--- config.mk ---
export PLATFORM = sky130hd
export DESIGN_NAME = adder_ppn_acc
export DESIGN_NICKNAME = d
export VERILOG_FILES = /design/src/rtl/adder_ppn_acc.sv
export SDC_FILE = /design/constraint.sdc
export NUM_CORES = 1
export LEC_CHECK = 0
export ABC_AREA = 1
export CORE_ASPECT_RATIO = 1.75
export CORE_MARGIN = 2
export CORE_UTILIZATION = 24
export CTS_CLUSTER_SIZE = 30
export DETAILED_ROUTE_END_ITERATION = 16
export PLACE_DENSITY = 0.54
export SYNTH_ARGS = -nofsm -noshare
export SYNTH_HDL_FRONTEND = slang
export SYNTH_SLANG_ARGS = --single-unit
--- constraint.sdc ---
create_clock -name I_clk -period 1.7 [get_ports I_clk]
set_input_delay 0.17 -clock I_clk [delete_from_list [all_inputs] [get_ports I_clk]]
set_output_delay 0.17 -clock I_clk [all_outputs]
set_load 0.01 [all_outputs]
--- src/rtl/adder_ppn_acc.sv ---
// Carry-split pipelined two-operand adder with valid/tag pipelining, clock-enable stall,
// signed/unsigned operands and saturating or wrapping output narrowing.
module adder_ppn_acc #(
  parameter int C_IN1    = 12,
  parameter int C_IN2    = 12,
  parameter int C_OUT    = 13,
  parameter int C_PP     = 2,
  parameter int C_SIGNED = 1,
  parameter int C_SAT    = 1,
  parameter int C_USER   = 4
) (
  input  logic              I_clk,
  input  logic              I_rst,
  input  logic              I_ce,
  input  logic              I_vld,
  input  logic [C_IN1-1:0]  I_a,
  input  logic [C_IN2-1:0]  I_b,
  input  logic [C_USER-1:0] I_user,
  output logic              O_vld,
  output logic [C_OUT-1:0]  O_dout,
  output logic              O_ovf,
  output logic [C_USER-1:0] O_user
);

  localparam int WM = (C_IN1 > C_IN2) ? C_IN1 : C_IN2;
  localparam int W  = ((WM + C_PP) / C_PP) * C_PP;
  localparam int S  = W / C_PP;

  logic [W-1:0] a_ext, b_ext;

  if (C_SIGNED != 0) begin : g_sext
    always_comb begin
      a_ext = W'($signed(I_a));
      b_ext = W'($signed(I_b));
    end
  end else begin : g_zext
    always_comb begin
      a_ext = W'(I_a);
      b_ext = W'(I_b);
    end
  end

  // Stage k consumes the low segment of the operand bits still pending and
  // forwards only the untouched upper segments, so each register shrinks/grows
  // to exactly what later stages need.
  for (genvar k = 0; k < C_PP; k++) begin : g_st
    localparam int RW = W - k * S;

    logic [RW-1:0]        a_src, b_src;
    logic                 cin;
    logic [S-1:0]         seg;
    logic [(k+1)*S-1:0]   sum_d, sum_q;
    logic                 vld_d, vld_q;
    logic [C_USER-1:0]    user_d, user_q;

    if (k == 0) begin : g_head
      always_comb begin
        a_src  = a_ext;
        b_src  = b_ext;
        cin    = 1'b0;
        vld_d  = I_vld;
        user_d = I_user;
        sum_d  = seg;
      end
    end else begin : g_body
      always_comb begin
        a_src  = g_st[k-1].g_mid.a_q;
        b_src  = g_st[k-1].g_mid.b_q;
        cin    = g_st[k-1].g_mid.carry_q;
        vld_d  = g_st[k-1].vld_q;
        user_d = g_st[k-1].user_q;
        sum_d  = {seg, g_st[k-1].sum_q};
      end
    end

    if (k < C_PP - 1) begin : g_mid
      logic [RW-S-1:0] a_d, a_q, b_d, b_q;
      logic            carry_d, carry_q;

      always_comb begin
        {carry_d, seg} = {1'b0, a_src[S-1:0]} + {1'b0, b_src[S-1:0]} + (S+1)'(cin);
        a_d = a_src[RW-1:S];
        b_d = b_src[RW-1:S];
      end

      always_ff @(posedge I_clk or posedge I_rst) begin
        if (I_rst) begin
          a_q     <= '0;
          b_q     <= '0;
          carry_q <= 1'b0;
        end else if (I_ce) begin
          a_q     <= a_d;
          b_q     <= b_d;
          carry_q <= carry_d;
        end
      end
    end else begin : g_last
      // W already holds the exact sum, so the top segment's carry-out is dropped.
      always_comb begin
        seg = a_src[S-1:0] + b_src[S-1:0] + S'(cin);
      end
    end

    always_ff @(posedge I_clk or posedge I_rst) begin
      if (I_rst) begin
        sum_q  <= '0;
        vld_q  <= 1'b0;
        user_q <= '0;
      end else if (I_ce) begin
        sum_q  <= sum_d;
        vld_q  <= vld_d;
        user_q <= user_d;
      end
    end
  end

  logic [W-1:0]      fsum;
  logic              res_vld_d, res_vld_q;
  logic [C_OUT-1:0]  res_dout_d, res_dout_q;
  logic              res_ovf_d, res_ovf_q;
  logic [C_USER-1:0] res_user_d, res_user_q;

  always_comb begin
    fsum       = g_st[C_PP-1].sum_q;
    res_vld_d  = g_st[C_PP-1].vld_q;
    res_user_d = g_st[C_PP-1].user_q;
  end

  if (C_OUT >= W) begin : g_widen
    always_comb begin
      res_ovf_d = 1'b0;
      if (C_SIGNED != 0) res_dout_d = C_OUT'($signed(fsum));
      else               res_dout_d = C_OUT'(fsum);
    end
  end else begin : g_narrow
    always_comb begin
      res_ovf_d  = 1'b0;
      res_dout_d = fsum[C_OUT-1:0];
      if (C_SIGNED != 0) begin
        // In range only when every bit above the result sign matches it.
        if (!((&fsum[W-1:C_OUT-1]) || !(|fsum[W-1:C_OUT-1]))) begin
          res_ovf_d = 1'b1;
          if (C_SAT != 0) begin
            if (fsum[W-1]) begin
              res_dout_d          = '0;
              res_dout_d[C_OUT-1] = 1'b1;
            end else begin
              res_dout_d          = '1;
              res_dout_d[C_OUT-1] = 1'b0;
            end
          end
        end
      end else if (|fsum[W-1:C_OUT]) begin
        res_ovf_d = 1'b1;
        if (C_SAT != 0) res_dout_d = '1;
      end
    end
  end

  always_ff @(posedge I_clk or posedge I_rst) begin
    if (I_rst) begin
      res_vld_q  <= 1'b0;
      res_dout_q <= '0;
      res_ovf_q  <= 1'b0;
      res_user_q <= '0;
    end else if (I_ce) begin
      res_vld_q  <= res_vld_d;
      res_dout_q <= res_dout_d;
      res_ovf_q  <= res_ovf_d;
      res_user_q <= res_user_d;
    end
  end

  always_comb begin
    O_vld  = res_vld_q;
    O_dout = res_dout_q;
    O_ovf  = res_ovf_q;
    O_user = res_user_q;
  end

endmodule

==> results of run 1 <==
==> power by group through the flow <==
stage / logic (uW) / clock network (uW) / registers (uW)
3_5_place_dp: 1050 / 0 / 1890
3_3_place_gp: 1030 / 0 / 1890
4_1_cts: 1060 / 1700 / 1870
6_report: 1040 / 1640 / 1860
5_1_grt: 1200 / 1740 / 1910
2_1_floorplan: 509 / 0 / 1930
==> through the flow <==
step	setup slack [ns]	util [%]
final	0.100	32.8
after floorplan	0.0170	-
after global routing	-0.0278	32.8
after detailed placement	-0.144	30.3
after global placement	-0.121	30.3
after CTS	0.0308	32.7
==> layout by cell type, fill, tap and decap left out, types with 2 or more instances in the layout <==
| master | instances |
|---|---|
| sky130_fd_sc_hd__nand3_2 | 2 |
| sky130_fd_sc_hd__a21oi_1 | 21 |
| sky130_fd_sc_hd__o21ai_0 | 19 |
| sky130_fd_sc_hd__fa_1 | 2 |
| sky130_fd_sc_hd__nand3_1 | 9 |
| sky130_fd_sc_hd__inv_2 | 3 |
| sky130_fd_sc_hd__dfrtp_1 | 61 |
| sky130_fd_sc_hd__o22ai_1 | 2 |
| sky130_fd_sc_hd__o21ai_1 | 5 |
| sky130_fd_sc_hd__ha_1 | 13 |
| sky130_fd_sc_hd__clkbuf_16 | 9 |
| sky130_fd_sc_hd__clkbuf_8 | 2 |
| sky130_fd_sc_hd__clkdlybuf4s50_1 | 49 |
| sky130_fd_sc_hd__nand2_1 | 129 |
| sky130_fd_sc_hd__inv_1 | 23 |
| sky130_fd_sc_hd__clkinv_2 | 3 |
| sky130_fd_sc_hd__nor2_1 | 23 |
| sky130_fd_sc_hd__buf_4 | 7 |
==> layer usage <==
layer,wire length [um],part of all wire [%],vias up
met4,123,2.1,0
met5,0,0,-
met1,2370,41,1049
li1,-,-,1157
met2,3170,54,30
met3,174,3.0,8
==> cell type report <==
class | instances | area (sq um)
Fill cell | 1200 | 7740
Tap cell | 135 | 169
Clock inverter | 4 | 22.5
Multi-Input combinational cell | 232 | 1140
Timing Repair Buffer | 58 | 568
Inverter | 26 | 97.6
Sequential cell | 61 | 1530
Clock buffer | 12 | 256
==> critical path: stages, from the launching register on <==
cell and delay [ns]:
sky130_fd_sc_hd__dfrtp_1 0.38, sky130_fd_sc_hd__fa_2 0.24, sky130_fd_sc_hd__inv_1 0.05, sky130_fd_sc_hd__fa_1 0.38
sky130_fd_sc_hd__inv_2 0.08, sky130_fd_sc_hd__nand3_2 0.07, sky130_fd_sc_hd__nand3_2 0.09, sky130_fd_sc_hd__nand2_1 0.05
sky130_fd_sc_hd__o211ai_1 0.07, sky130_fd_sc_hd__nand2_1 0.07
==> registers in the layout, indices dropped and copies added (netlist names) <==
name,count
g_st.g_mid.b_q,5
g_st.g_mid.a_q,5
g_st.sum_q,7
O_vld,1
g_st.user_q,8
g_st.vld_q,2
fsum,14
O_dout,13
O_ovf,1
g_st.g_mid.carry_q,1
O_user,4
==> logic make-up (layout without fill, tap and decap cells) <==
kind of cell | count (synthesis) | in the layout
and+or+nand+nor | 166 | 166
DFF | 61 | 61
AOI/OAI and AO/OA | 50 | 50
buffers and inverters | 39 | 100
adders and majority gates | 16 | 16
==> cells in the mapped netlist, drive strengths merged <==
library cell,n
a21oi,21
inv,26
a31oi,1
nor2,24
ha,13
clkbuf,3
or2,2
nand2,129
fa,3
nand3,11
o21ai,24
o211ai,1
o22ai,2
dfrtp,61
buf,10
o21bai,1
==> repair_timing <==
item | in CTS | in global routing
hold buffers | 0 | 0
gates resized for setup | 1 | 4
setup endpoints to repair | 1 | 2
==> worst paths after layout <==
path                       slack (ns)                    end
max                              0.10               fsum[13]
min                               0.1              O_user[1]
min reg2reg                      0.47                fsum[1]
max reg2reg                      0.10               fsum[13]
max in group asynchronous        1.13  g_st[0].g_mid.carry_q
min in group I_clk               0.31             O_dout[11]
==> results.rst, run 1 <==
.. list-table::
   :header-rows: 1

   * - Metric
     - Value
   * - Outcome
     - completed
   * - Top-Level Pins
     - 51
   * - Inserted Diodes
     - 0
   * - Area of the core
     - between 10000 and 15000 sq um
   * - Share of layout cells above drive strength 1
     - 7.89%
   * - Detailed-route vias per instance
     - 4.25
   * - Gate power share
     - a little under a quarter
   * - Clock Skews
     - about 0.0044 ns
   * - Initial detailed-routing violation count
     - 97
   * - Number of cells on the worst reg-to-reg path
     - 9
   * - Leakage dissipation
     - 0.00184 uW
   * - Count of endpoints failing setup in the final report
     - 0
   * - Overall global routing resource usage
     - between 10% and 20%
   * - Placer's final routability congestion estimate
     - 0.817
   * - Power density relative to cell area
     - between 1000 and 1500 nW/um^2
   * - Number of cells in the finished layout apart from fillers
     - approximately 530
   * - Chip width
     - 85.9 um
   * - Clock tree sinks
     - approximately 60
   * - Clock network latency to the later pin of the worst-skew pair
     - 0.32 ns
   * - Placed wire-length estimate
     - between 4000 and 5000 um
   * - Overall power after layout
     - between 4000 and 5000 uW
   * - Average wire per standard cell
     - 11.0 um
   * - Mean instance size in the synthesized netlist
     - about 8.5 sq um
   * - Post-Synth Adder-Cell Area
     - 7.91%
   * - Aggregate global routing overflow
     - 0
   * - Clock tree from TritonCTS
     - done
   * - Share of the synthesized netlist area taken by xor and xnor gates
     - 0%
   * - Number of cells in the design after placement
     - ~500
   * - Number of pins with negative max-slew slack in the final report
     - 0
   * - Critical Path Sink Type
     - flop
   * - Die Area
     - around 13000 sq um
   * - Sequential fraction of design power
     - about two fifths
   * - Initial antenna violation count
     - 0
   * - Clk slew on worst S/H paths
     - roughly 0.05 ns
   * - Main area contributors after synthesis
     - sky130_fd_sc_hd__dfrtp_1 (54%), sky130_fd_sc_hd__nand2_1 (17%), sky130_fd_sc_hd__ha_1 (5.8%)
   * - Clock group share of total power
     - ~36%
   * - Vias in the first global route
     - 2448
   * - Internal Dissipation
     - approximately 3300 uW
   * - Maximum clock path buffer count
     - 2
   * - Total number of H-tree levels
     - 3
   * - Total DRC errors in the routed layout
     - 0
   * - Dominant combinational cell family by area after synthesis
     - simple AND/OR/NAND/NOR gates
   * - F_max
     - 0.625 GHz
   * - Hold WC Path Type
     - primary input to asynchronous set/reset pin
   * - Crit path required time
     - 1.90 ns
   * - Cell at the root of the clock tree
     - sky130_fd_sc_hd__clkbuf_16
   * - Max rail drop VDD
     - a little over 500 uV
   * - Max Cap Violations
     - 0
   * - Number of distinct library cell variants in the gate-level netlist after synthesis
     - 20
   * - Hold Vio Cnt, Final
     - 0
   * - Port bufs
     - 50
   * - Via Count
     - 2244
   * - Final critical-path share of the clock period
     - between 90% and 100%
   * - Fraction of the mapped netlist area in compound gates
     - a little under a tenth
   * - Die Span Y
     - around 150 um
   * - Antenna violation net count after detailed routing
     - 0
   * - Critical path launch point
     - g_st[0].g_mid.a_q[0]
   * - Met1 track demand over resource
     - 10.7%
   * - Final-stage net count
     - ~440
   * - Startpoint type of the worst setup path
     - flop
   * - R2r startpoint
     - g_st[0].g_mid.a_q[0]
   * - Synthesized net count
     - between 300 and 400
   * - Worst-path fanout max
     - 3
   * - Flip-flop and latch count after synthesis
     - 61
   * - Setup TNS
     - 0 ns
   * - Hold slack
     - ~0.10 ns
   * - Crit path DAT
     - about 1.8 ns
   * - Post-route cell area
     - 3780 sq um
   * - Number of warning messages in the yosys log
     - 0
   * - Worst relative slew slack
     - approximately 63%
   * - Count of standard-cell rows
     - between 50 and 60
   * - Final Routed Wirelength
     - 5830 um
   * - Count of TritonRoute iterations in the first routing pass
     - 4
   * - Simple-gate share of the synthesized area
     - between 20% and 30%
   * - Cell count after synthesis
     - about 330
   * - Maximum number of pins on one net before global-route repair
     - 59
   * - Fraction of synthesized area in multiplexers
     - 0%
   * - Placed cell areas
     - 3480 sq um
   * - Post-route minimum period
     - between 1.5 and 2 ns
   * - Critical path type
     - flop to flop
   * - Most area-hungry cell type in the Yosys netlist
     - sky130_fd_sc_hd__dfrtp_1
   * - Busiest layer in global routing
     - met2
   * - Sequential element share of the synthesized area
     - between 50 and 60%
   * - Syn Std Cell Area
     - roughly 2800 sq um
   * - Share of Yosys cell area claimed by the top area cell type
     - ~54%
   * - Clock buffers created by TritonCTS
     - 9
   * - First-pass GRT wire length
     - roughly 10000 um
   * - Slew at the pin with the worst max-slew slack
     - 0.554 ns
   * - Buffer count from post-CTS setup fixing
     - 0
   * - Switching power
     - 1240 uW
   * - Met2 track demand over resource in global routing
     - between 10% and 20%
   * - Starting density of the core
     - approximately a quarter
   * - Synthesis-to-layout area growth
     - 34.2%
   * - Global Route met3 Usage
     - 2.36%
   * - Switch share
     - between 20% and 30%
Note: power is estimated with default switching activity, not from simulation.
==> run 2, diff against run 1 <==
--- a/config.mk
+++ b/config.mk
@@ -11,6 +11,7 @@
 export CORE_UTILIZATION = 24
 export CTS_CLUSTER_SIZE = 30
 export DETAILED_ROUTE_END_ITERATION = 16
+export GPL_ROUTABILITY_DRIVEN = 1
 export PLACE_DENSITY = 0.54
 export SYNTH_ARGS = -nofsm -noshare
 export SYNTH_HDL_FRONTEND = slang
==> results of run 2 <==
Same layout as run 1: the final DEF is identical, and so are final timing and power.
==> RTL edit: new RTL, settings of run 1 <==
Reset style: synchronous (`I_rst`), changed in 3 clocked blocks.
--- a/src/rtl/adder_ppn_acc.sv
+++ b/src/rtl/adder_ppn_acc.sv
@@ -84,5 +84,5 @@
       end
 
-      always_ff @(posedge I_clk or posedge I_rst) begin
+      always_ff @(posedge I_clk) begin
         if (I_rst) begin
           a_q     <= '0;
@@ -102,5 +102,5 @@
     end
 
-    always_ff @(posedge I_clk or posedge I_rst) begin
+    always_ff @(posedge I_clk) begin
       if (I_rst) begin
         sum_q  <= '0;
@@ -158,5 +158,5 @@
   end
 
-  always_ff @(posedge I_clk or posedge I_rst) begin
+  always_ff @(posedge I_clk) begin
     if (I_rst) begin
       res_vld_q  <= 1'b0;
Check against the original RTL: differs if I_rst is asserted again (counterexample within 4 cycles, from zero or initial values and one cycle with I_rst high); with I_rst held inactive, the same outputs for 10 cycles.
==> RTL edit against run 1 <==
- sequential cell count is the same
- worst hold slack gained 0.18 ns
- cell area shrank 0.79%
- wire length grew 2.1%
- setup slack gained 0.077 ns
- power shrank 12%
- critical endpoint is now fsum[13]
- synthesized area shrank 0.80%
- critical path depth shrank 3
- largest power group is now the clock network
- fmax grew 5.1%
==> RTL edit: results (changes against run 1) <==
| Metric | Value |
|---|---|
| Metal2 WL | 3.00 mm (-5.1%) |
| Worst Path Max Fanout | 3 (unchanged) |
| Arrival @ worst endpoint | 1.78 ns (-0.02 ns) |
| Dpl hpwl | 4.33 mm (+1.3%) |
| Gate Count Post-Synth | 352 (+6.0%) |
| HP Class | in2reg |
| Fill count | 1230 (+2.5%) |
| Final nets | 454 (+4.1%) |
| Post-synth cell types | 28 (+40%) |
| Total GRT Usage | 0.105 (+0.00285) |
| Top post-synthesis cells by area | dfxtp_1 44%, nor2_1 8.2%, o21ai_0 7.3% |
| M1 wire length | 2.59 mm (+9.4%) |
| Final non-filler cell total | 545 (+3.2%) |
| Placer congestion estimate | 0.757 (-7.4%) |
| Maximum clock path buffer count | 2 (unchanged) |
| Largest net degree at the start of global routing | 31 (-47%) |
| Worst slew pin tran | 0.305 ns (-0.249 ns) |
| Vias/cell | 4.28 (+0.77%) |
| Drt pass-1 iters | 6 (+2) |
| Port Buf Inserts | 50 (unchanged) |
| EDFF count, synth | 0 (unchanged) |
| Syn nets | 400 (+5.3%) |
| Clk_skew | 0.00536 ns (+0.00100 ns) |
| Vias in the first global route | 2337 (-4.5%) |
| Share of post-route cells with drive strength above 1 | 0.110 (+0.0309) |
| Drt total wl | 5.96 mm (+2.1%) |
| YS warnings | 0 (unchanged) |
| # diodes | 0 (unchanged) |
| Routed wl met3 | 230 um (+32%) |
| Asr flop ratio synth | 0 (-1.00) |
| First-pass GRT wire length | 10.6 mm (+1.1%) |
| Primary FF master, synth | dfxtp_1 |
| Reg clk slew, reported paths | 0.05 ns (about the same) |
| Clock Latency Late Sink | 0.32 ns (about the same) |
| Max FFs per register | 14 (unchanged) |
| CTS H-tree depth | 3 (unchanged) |
| Synth top cells by count | 61 x dfxtp_1, 61 x nor2_1, 49 x inv_1 |
| Highest routed metal layer | met4 |
| Initial antenna violation count | 0 (unchanged) |
| VDD IR max | 0.634 mV (+23%) |
| Dpl cells | 530 (+3.5%) |
| Seq/Total Area, Yosys | 0.437 (-0.105) |
| Status | finished clean |
| Final Hold Viols | 0 (unchanged) |
| Drt initial violations | 87 (-10%) |
| CTS Buf Count | 9 (unchanged) |
| Clock Root Buffer | clkbuf_16 |
| Leak | 1.73 nW (-6.2%) |
## RTL edit: cell count changes after synthesis, sizes merged, moves of 2 or more
cell | run 1 | this run
nand2 | 129 | 37
dfrtp | 61 | 0
dfxtp | 0 | 61
nor2 | 24 | 61
inv | 26 | 54
o21ai | 24 | 46
o221ai | 0 | 12
buf | 10 | 17
xnor2 | 0 | 3
a21oi | 21 | 23
nand3 | 11 | 9
nand4 | 0 | 2
o22ai | 2 | 0
## RTL edit: timing repair
action,CTS,global route
setup buffers,0,0
endpoints found under the setup margin,0,3
resized for setup,0,5
## RTL edit: worst paths after layout
path | cells after the start | start | endpoint | slack [ns]
hold reg to reg | 2 | g_st[0].sum_q[5] | fsum[5] | 0.45
setup reg to reg | 6 | g_st[0].g_mid.a_q[0] | fsum[13] | 0.18
setup / recovery | 6 | g_st[0].g_mid.a_q[0] | fsum[13] | 0.18
hold / removal | 4 | I_ce | g_st[0].user_q[1] | 0.28
## RTL edit: final cells by class
class / instances / area, um^2 / share of cell area
clock buffer: 14 / 264 / 0.0704
sequential: 61 / 1220 / 0.326
multi-input combinational: 218 / 1260 / 0.337
tap: 135 / 169 / 0.0451
timing repair buffer: 62 / 598 / 0.160
inverter: 54 / 203 / 0.0541
clock inverter: 1 / 30.0 / 0.00801
## RTL edit: cell families (layout without fill, tap and decap cells)
group	count (synthesis)	count (layout)	synth area share
xor+xnor	4	4	0.0125
compound gates	85	85	0.195
buf+inv	73	131	0.114
fa+ha+maj	16	16	0.0797
simple gates	113	113	0.161
flops	61	61	0.437
## RTL edit: routing by layer
metal | GRT usage | vias to the layer above
met2 | 0.179 | 41
met1 | 0.117 | 1036
met3 | 0.0303 | 8
met4 | 0.0532 | 0
met5 | 0 | -
li1 | - | 1249
## RTL edit: critical path, cell delays in order, from the launching register on
cell and delay (ns):
dfxtp_1 0.33, fa_2 0.39, inv_1 0.08, fa_2 0.22, o211ai_1 0.10, or2_1 0.23
a21oi_2 0.11
## RTL edit: through the flow
step	setup TNS [ns]	worst slack, ns	hold WS [ns]	area [um^2]
5_1_grt	0	0.0395	0.310	3750
6_report	0	0.177	0.276	3750
3_3_place_gp	-0.190	-0.105	0.444	3440
4_1_cts	0	0.0329	0.264	3740
3_5_place_dp	-0.214	-0.110	0.449	3440
2_1_floorplan	0	0.219	0.305	2790
## RTL edit: power breakdown
| group | internal (W) | leakage (nW) | switching [W] | total [W] |
|---|---|---|---|---|
| Sequential | 0.00155 | 0.506 | 0.0000605 | 0.00161 |
| Combinational | 0.000303 | 1.08 | 0.000313 | 0.000616 |
| Clock | 0.00121 | 0.143 | 0.000586 | 0.00179 |
